### config.mk
export PLATFORM = sky130hd
export DESIGN_NAME = inc_pulse_gen
export DESIGN_NICKNAME = d
export VERILOG_FILES = /design/src/rtl/inc_pulse_gen.sv
export SDC_FILE = /design/constraint.sdc
export NUM_CORES = 1
export LEC_CHECK = 0
export ABC_AREA = 1
export CORE_AREA = 2 2 92 103
export DETAILED_ROUTE_END_ITERATION = 8
export DIE_AREA = 0 0 94 105
export GPL_ROUTABILITY_DRIVEN = 0
export PLACE_DENSITY_LB_ADDON = 0.2
export SYNTH_ARGS = -nofsm -noshare
export SYNTH_HDL_FRONTEND = slang
export SYNTH_SLANG_ARGS = --single-unit
### constraint.sdc
create_clock -name ck -period 6.24 [get_ports ck]
set_clock_uncertainty 0.15 [all_clocks]
set_input_delay 0.936 -clock ck [delete_from_list [all_inputs] [get_ports ck]]
set_output_delay 0.936 -clock ck [all_outputs]
set_load 0.1 [all_outputs]
### src/rtl/inc_pulse_gen.sv
// Two-channel programmable pulse generator driving the INCA/INCB increment requests.
// Window positions and lengths are latched at launch; every output is registered.
module inc_pulse_gen #(
    parameter int W       = 8,
    parameter bit LOOP_EN = 1'b0
) (
    input  logic         ck,
    input  logic         rst,
    input  logic         start,
    input  logic         abort,
    // "repeat" is a reserved word in SystemVerilog, so the loop request is named rpt
    input  logic         rpt,
    input  logic [W-1:0] a_start,
    input  logic [W-1:0] a_len,
    input  logic [W-1:0] b_start,
    input  logic [W-1:0] b_len,
    output logic         INCA,
    output logic         INCB,
    output logic         busy,
    output logic         done,
    output logic [W-1:0] cnt_a,
    output logic [W-1:0] cnt_b
);

    // state  | meaning
    // S_IDLE | after reset or abort, waiting for start
    // S_RUN  | sequence in progress, t advancing
    // S_DONE | sequence finished, counts held, waiting for start
    typedef enum logic [1:0] {
        S_IDLE = 2'd0,
        S_RUN  = 2'd1,
        S_DONE = 2'd2
    } state_t;

    state_t state;
    state_t state_nx;

    logic [W-1:0] a_start_q;
    logic [W-1:0] a_len_q;
    logic [W-1:0] b_start_q;
    logic [W-1:0] b_len_q;

    logic [W:0]   t;
    logic [W:0]   t_nx;
    logic [W:0]   a_end;
    logic [W:0]   b_end;
    logic [W:0]   t_end;
    logic [W:0]   t_last;

    logic         a_en;
    logic         b_en;
    logic         win_a;
    logic         win_b;
    logic         end_hit;
    logic         loop_ok;

    logic         inca_nx;
    logic         incb_nx;
    logic         busy_nx;
    logic         done_nx;
    logic [W-1:0] cnt_a_nx;
    logic [W-1:0] cnt_b_nx;
    logic [W-1:0] cnt_a_base;
    logic [W-1:0] cnt_b_base;
    logic         cfg_load;

    function automatic logic [W-1:0] sat_inc(input logic [W-1:0] base, input logic inc);
        logic [W-1:0] res;
        res = base;
        if (inc && (base != '1)) begin
            res = base + W'(1);
        end
        return res;
    endfunction

    // A disabled channel does not stretch the sequence, so both lengths 0 gives t_end 0.
    assign a_en  = (a_len_q != '0);
    assign b_en  = (b_len_q != '0);
    assign a_end = a_en ? ({1'b0, a_start_q} + {1'b0, a_len_q}) : '0;
    assign b_end = b_en ? ({1'b0, b_start_q} + {1'b0, b_len_q}) : '0;
    assign t_end = (a_end > b_end) ? a_end : b_end;

    // t_end of 0 still needs one done cycle, so it ends at t=0 like t_end of 1.
    assign t_last = (t_end == '0) ? '0 : (t_end - (W+1)'(1));

    assign win_a   = a_en && ({1'b0, a_start_q} <= t) && (t < a_end);
    assign win_b   = b_en && ({1'b0, b_start_q} <= t) && (t < b_end);
    assign end_hit = (state == S_RUN) && (t == t_last);
    assign loop_ok = LOOP_EN && rpt;

    assign cnt_a_base = (t == '0) ? '0 : cnt_a;
    assign cnt_b_base = (t == '0) ? '0 : cnt_b;

    always_ff @(posedge ck or negedge rst) begin
        if (!rst) begin
            state <= S_IDLE;
        end else begin
            state <= state_nx;
        end
    end

    always_comb begin
        state_nx = state;
        if (abort) begin
            state_nx = S_IDLE;
        end else begin
            case (state)
                S_IDLE: begin
                    if (start) begin
                        state_nx = S_RUN;
                    end
                end
                S_RUN: begin
                    if (end_hit && !loop_ok) begin
                        state_nx = S_DONE;
                    end
                end
                S_DONE: begin
                    if (start) begin
                        state_nx = S_RUN;
                    end
                end
                default: state_nx = S_IDLE;
            endcase
        end
    end

    // Next values for the registered outputs and the sequence datapath.
    always_comb begin
        inca_nx  = 1'b0;
        incb_nx  = 1'b0;
        busy_nx  = 1'b0;
        done_nx  = 1'b0;
        cnt_a_nx = cnt_a;
        cnt_b_nx = cnt_b;
        t_nx     = t;
        cfg_load = 1'b0;
        if (!abort) begin
            case (state)
                S_RUN: begin
                    inca_nx  = win_a;
                    incb_nx  = win_b;
                    busy_nx  = 1'b1;
                    done_nx  = end_hit;
                    cnt_a_nx = sat_inc(cnt_a_base, win_a);
                    cnt_b_nx = sat_inc(cnt_b_base, win_b);
                    if (end_hit && loop_ok) begin
                        t_nx = '0;
                    end else begin
                        t_nx = t + (W+1)'(1);
                    end
                end
                default: begin
                    if (start) begin
                        cfg_load = 1'b1;
                        t_nx     = '0;
                        cnt_a_nx = '0;
                        cnt_b_nx = '0;
                    end
                end
            endcase
        end
    end

    always_ff @(posedge ck or negedge rst) begin
        if (!rst) begin
            t         <= '0;
            INCA      <= 1'b0;
            INCB      <= 1'b0;
            busy      <= 1'b0;
            done      <= 1'b0;
            cnt_a     <= '0;
            cnt_b     <= '0;
            a_start_q <= '0;
            a_len_q   <= '0;
            b_start_q <= '0;
            b_len_q   <= '0;
        end else begin
            t     <= t_nx;
            INCA  <= inca_nx;
            INCB  <= incb_nx;
            busy  <= busy_nx;
            done  <= done_nx;
            cnt_a <= cnt_a_nx;
            cnt_b <= cnt_b_nx;
            if (cfg_load) begin
                a_start_q <= a_start;
                a_len_q   <= a_len;
                b_start_q <= b_start;
                b_len_q   <= b_len;
            end
        end
    end

endmodule

==> run_results.csv, run 1 <==
group,metric,value,unit
run_status,status,"finished, final reports clean",
cts,cts.hold.buffers_added,0,
logic_synthesis,synth-simple-area-share,0.369,
worst_setup_path,critPathRequiredTime,6340,ps
final_layout,final_util,0.713,
job,drv_cap,0,
worst_setup_path,r2r_slack,1840,ps
logic_synthesis,synth_top_area_frac,0.288,
worst_setup_path,critPathTopFamily,"simple AND/OR/NAND/NOR gates",
logic_synthesis,synth_xor_xnor_area_share,0.00480,
grt,grt_pass1_wl,24200,um
logic_synthesis,synth.ff_latch_count,63,
logic_synthesis,synthTopCellsByArea,"dfrtp_1 (29%), nand2_1 (18%), ha_1 (14%)",
cts,path_clk_slew,70,ps
worst_setup_path,critical_path_arrival,4500,ps
route,dr.pass1.iters,5,
logic_synthesis,synth_fp_nets,895,
route,route.met3.wl,857,um
die,die_y,105,um
logic_synthesis,yosysUniqueCellTypes,42,
worst_setup_path,cp_max_fo,9,
route,met1_length,6080,um
die,num_io_pins,57,
die,row_count,36,
worst_setup_path,cp-endpoint,"state[0]",
cts,cts_buffer_depth,2,
power,ir_drop,0.259,mV
worst_setup_path,startpoint,"b_start_q[0]",
route,via_per_inst,5.72,
route,dr_wl_met2,7070,um
placement,portBuffers,55,
logic_synthesis,yosysTopAreaCell,"dfrtp_1",
logic_synthesis,netlist_top_cells_count,"nand2_1 (255), inv_1 (97), dfrtp_1 (63), ha_1 (63), nor2_1 (59)",
worst_setup_path,reg2reg_to,"state[0]",
route,drt-wirelength-per-cell,14.8,um
worst_hold_path,hp-class,"flip-flop to flip-flop",
worst_setup_path,cp-end-kind,"flip-flop",
worst_setup_path,rr_worst_depth,28,
cts,cts_num_sinks,63,
die,dieArea,9870,um2
final_layout,layout.nets,950,
die,initial_core_util,0.623,
power,leakagePower,3.34,nW
timing,finalCritPeriodShare,0.705,
worst_setup_path,cp_slowest_cell,"ha_1",
power,power_density,491,nW/um2
final_layout,areaGrowthSynthToFinish,14.6,%
timing,hold_viol,0,
final_layout,final_cells,967,
logic_synthesis,synth_top_family_by_area,"simple AND/OR/NAND/NOR gates",
die,chipWidth,94,um
final_layout,multi_input_area,3440,um2
final_layout,regArea,1580,um2
timing,tightest_slew,1110,ps
grt,track_usage,0.307,
cts,post-cts-setup-buffer-count,0,
logic_synthesis,ys.warnings.count,0,
logic_synthesis,avgSynthCellArea,6.90,um2
worst_setup_path,worstSetupPathDepth,28,
cts,root_buffer,"clkbuf_8",
logic_synthesis,ys.flop_type,"dfrtp_1",
route,dr_total_vias,5530,
final_layout,drive_gt1_frac,0.0668,
route,drt_iter0_drc,379,
timing,timing.slew.headroom,0.260,
worst_setup_path,crit_buf_inv,2,
grt,grt_max_degree,64,
route,top_layer,"met4",
placement,hpwlAfterDp,10900,um
grt,grt_pass1_vias,5422,
final_layout,antenna_cells,0,
worst_setup_path,critPathKind,"flip-flop to flip-flop",
final_layout,nFillCells,723,
cts,clk_latency,360,ps
cts,htree_levels,3,
route,ant_nets,0,
die,core,8780,um2
route,routed_wirelength,14300,um
worst_setup_path,critPathMaxStageDelay,400,ps
worst_setup_path,crit_top_cell,"nand2_1",
grt,antenna_found_initial,0,
logic_synthesis,synth_seq_area_share,0.288,
cts,cts_tree,"yes",
timing,slew_violations,0,
logic_synthesis,synth.area.mux_share,0,
cts,cts_resized,0,
power,p_total,0.00308,W
timing,fin_setup_tns,0,ps
cts,cts_made_buffers,9,
placement,place_inst,951,
worst_setup_path,r2r_start,"b_start_q[0]",
timing,clock.fmax,0.227,GHz
grt,grt.overflow.total,0,
timing,setup_viol,0,
timing,grt_setup_unrepaired,"no",
logic_synthesis,synth-compound-area-share,0.103,
logic_synthesis,syn_area,5470,um2
logic_synthesis,synthArstFlopShare,1.00,
route,drc,0,
timing,min_period,4400,ps
logic_synthesis,synth_cells,793,
logic_synthesis,synth-edff-count,0,
worst_setup_path,start_kind,"flip-flop",
logic_synthesis,synthAdderAreaFrac,0.151,
logic_synthesis,synth_most_common_cell,"nand2_1",
==> area by class of cell <==
type / count / share of cell area
clock buffer: 11 / 0.0210
multi-input combinational: 612 / 0.548
tap: 114 / 0.0228
inverter: 105 / 0.0629
sequential: 63 / 0.252
timing repair buffer: 57 / 0.0895
clock inverter: 5 / 0.00399
==> worst min path at each step <==
stage                    start    endpoint  cells past startpoint  slack [ps]
global route          cnt_b[7]    cnt_b[7]                      2         380
detailed placement    cnt_b[7]    cnt_b[7]                      2         350
global placement      cnt_b[0]    cnt_b[0]                      2         340
finish                cnt_a[3]    cnt_a[3]                      2         370
CTS                   cnt_b[7]    cnt_b[7]                      2         370
floorplan           a_len_q[2]  a_len_q[2]                      2         330
==> sequential cells by signal, summed over array words and instances, names as in the netlist <==
register,flops
state,2
INCA,1
a_start_q,8
t,9
cnt_b,8
INCB,1
cnt_a,8
b_len_q,8
a_len_q,8
busy,1
b_start_q,8
done,1
==> cell usage in the layout, fill, tap and decap left out, types with 10 or more instances in the layout <==
master	netlist	final
dfrtp_1	63	63
nand4_1	12	12
o21ai_0	44	44
nand3b_1	10	10
nand3_1	55	55
inv_1	97	97
clkdlybuf4s50_1	0	54
ha_1	63	63
nand2_1	255	255
nor2_1	59	59
a21oi_1	41	41
==> stage by stage <==
| stage | setup WS (ps) | hold WS (ps) | instance area, um2 |
|---|---|---|---|
| after floorplan | 2440 | 325 | 5470 |
| after global placement | 2070 | 336 | 6110 |
| after detailed placement | 1910 | 346 | 6110 |
| after CTS | 1910 | 369 | 6270 |
| after global routing | 1430 | 385 | 6270 |
| final | 1840 | 366 | 6270 |
==> report_power, final <==
part	internal (W)	switching, W	leakage (nW)
logic	0.000740	0.00149	2.43
clock network	0.000141	0.000157	0.0866
registers	0.000477	0.0000738	0.822
total	0.00136	0.00172	3.34
==> routing by layer <==
metal	track usage	up-vias
li1	-	2689
met5	0	-
met4	0.111	0
met1	0.383	2609
met3	0.0548	36
met2	0.525	196
==> logic make-up after synthesis <==
| family | count (synthesis) |
|---|---|
| simple gates | 441 |
| flops | 63 |
| fa+ha+maj | 65 |
| xor+xnor | 3 |
| compound gates | 103 |
| buf+inv | 118 |
==> worst register-to-register path, delay by kind of cell (launching register included) <==
kind	cells	cell delay [ps]
fa+ha+maj	4	1140
flops	1	350
simple gates	22	2520
buf+inv	2	130
Power figures use the tool's default switching activity.
==> inputs of run 2 (changes only) <==
- CORE_AREA: 2 2 92 103 -> 2 2 96 107
- DIE_AREA: 0 0 94 105 -> 0 0 98 109
- clock period: 6.24 -> 4.5 ns (I/O delays scaled with it)
==> run 2 against run 1 <==
Combinational power increased by 45%. Setup slack worse by 1600 ps. Register-to-register slack got worse by 1600 ps. Final cell count up 1.3%. First-iteration DRC count up 12%. Highest routed layer unchanged. Critical endpoint unchanged. Sequential cell count unchanged.
==> run_results.csv, run 2 (synthesis results as in run 1) <==
group,metric,value,unit
timing,slew_violations,0,
placement,portBuffers,55,
final_layout,layout.nets,957,
worst_setup_path,critPathKind,"flip-flop to flip-flop",
die,chipWidth,98,um
power,p_total,0.00452,W
route,top_layer,"met4",
grt,grt_max_degree,43,
timing,setup_viol,0,
grt,track_usage,0.269,
final_layout,layout_common_cells,"nand2_1 (253), inv_1 (96), dfrtp_1 (63)",
final_layout,final_cell_area,6460,um2
worst_setup_path,start_kind,"flip-flop",
worst_setup_path,r2r_start,"b_start_q[2]",
cts,clk_latency,350,ps
cts,cts_made_buffers,9,
worst_setup_path,cp-end-kind,"flip-flop",
cts,cts_num_sinks,63,
power,ir_drop,0.440,mV
route,drt_iter0_drc,425,
worst_setup_path,critPathRequiredTime,4600,ps
worst_setup_path,critical_path_arrival,4330,ps
final_layout,areaGrowthSynthToFinish,18.2,%
die,dieArea,10700,um2
cts,cts_tree,"yes",
timing,finalCritPeriodShare,0.938,
final_layout,antenna_cells,0,
route,drt-wirelength-per-cell,14.3,um
route,dr_wl_met2,6760,um
placement,hpwlAfterDp,10500,um
timing,clock.fmax,0.237,GHz
grt,grt_pass1_wl,23100,um
route,routed_wirelength,14000,um
timing,fin_ws,277,ps
timing,tightest_slew,1120,ps
worst_setup_path,cp_max_fo,8,
die,initial_core_util,0.567,
power,leakagePower,3.43,nW
route,dr_total_vias,5377,
grt,antenna_found_initial,0,
route,via_per_inst,5.49,
run_status,status,"finished, final reports clean",
die,row_count,38,
final_layout,drive_gt1_frac,0.0884,
die,num_io_pins,57,
cts,cts_buffer_depth,2,
cts,htree_levels,3,
power,power_density,700,nW/um2
route,met1_length,6110,um
grt,grt_pass1_vias,5077,
final_layout,final_common_cell,"nand2_1",
die,core,9650,um2
final_layout,final_util,0.670,
die,die_y,109,um
timing,timing.slew.headroom,0.255,
final_layout,nFillCells,847,
route,dr.pass1.iters,5,
final_layout,largest_reg_flops,9,
worst_setup_path,rr_worst_depth,26,
timing,hold_viol,0,
grt,grt.overflow.total,0,
cts,root_buffer,"clkbuf_8",
placement,pre_cts_slack,164,ps
worst_setup_path,r2r_slack,280,ps
route,drc,0,
job,drv_cap,0,
route,route.met3.wl,880,um
cts,path_clk_slew,70,ps
route,ant_nets,0,
worst_setup_path,reg2reg_to,"state[0]",
placement,dpl_cell_area,6130,um2
worst_hold_path,hp-class,"input pin to async pin",
timing,min_period,4220,ps
final_layout,top_register,"t",
==> run 2: critical path, stage by stage (launching register included) <==
cell      delay, ps
dfrtp_1         430
ha_1            350
or2_1           250
nand3b_1        110
nand2_1          70
nand2_1          70
nand3_1         280
ha_1            410
nand2_2         110
nor2_8           50
nand2_1         110
nand3_4         130
nand2_4         140
nand2_1          90
nand2_2          90
ha_1            150
nand3_1         150
nor2_4          270
nand2_4         110
nand3_1          80
nand2_1          80
nor2_1          120
nand2_1          60
nor2_1           80
nand2_1          70
nand2_1          60
nand2_1          40
==> run 2: where the power goes <==
group	total [W]	internal [W]	switching (W)
registers	0.000763	0.000662	0.000101
clock network	0.000516	0.000299	0.000217
logic	0.00324	0.00112	0.00213
==> run 2: how the worst max path moves through the flow <==
stage / end / startpoint / cells past startpoint
final: state[0] / b_start_q[2] / 26
after CTS: state[0] / b_start_q[0] / 28
after detailed placement: state[0] / b_len_q[0] / 28
after global placement: state[0] / b_len_q[0] / 30
after floorplan: state[0] / b_start_q[0] / 30
after global routing: state[0] / b_start_q[0] / 31
==> run 2: cell type report <==
class / instances / area, um2 / share of cell area
Clock buffer: 13 / 169 / 0.0261
Clock inverter: 3 / 40.0 / 0.00619
Inverter: 105 / 394 / 0.0610
Multi-Input combinational cell: 614 / 3540 / 0.547
Sequential cell: 63 / 1580 / 0.244
Tap cell: 120 / 150 / 0.0232
Timing Repair Buffer: 62 / 598 / 0.0925
==> run 2: per-layer routing <==
layer  up-vias  global-route usage
met5         -                   0
met4         0              0.0813
met3        30              0.0442
met2       183               0.474
met1      2459               0.342
li1       2705                   -
==> run 2: stage by stage <==
stage	std cells	setup TNS [ps]	hold slack [ps]
6_report	980	0	293
3_3_place_gp	959	0	336
2_1_floorplan	793	0	229
5_1_grt	980	-37.0	378
4_1_cts	975	0	323
3_5_place_dp	959	0	347
==> run 2: timing repair <==
action,in CTS,in global routing
gates resized for setup,0,17
hold buffers,0,0
setup buffers,0,3
setup endpoints to repair,0,3
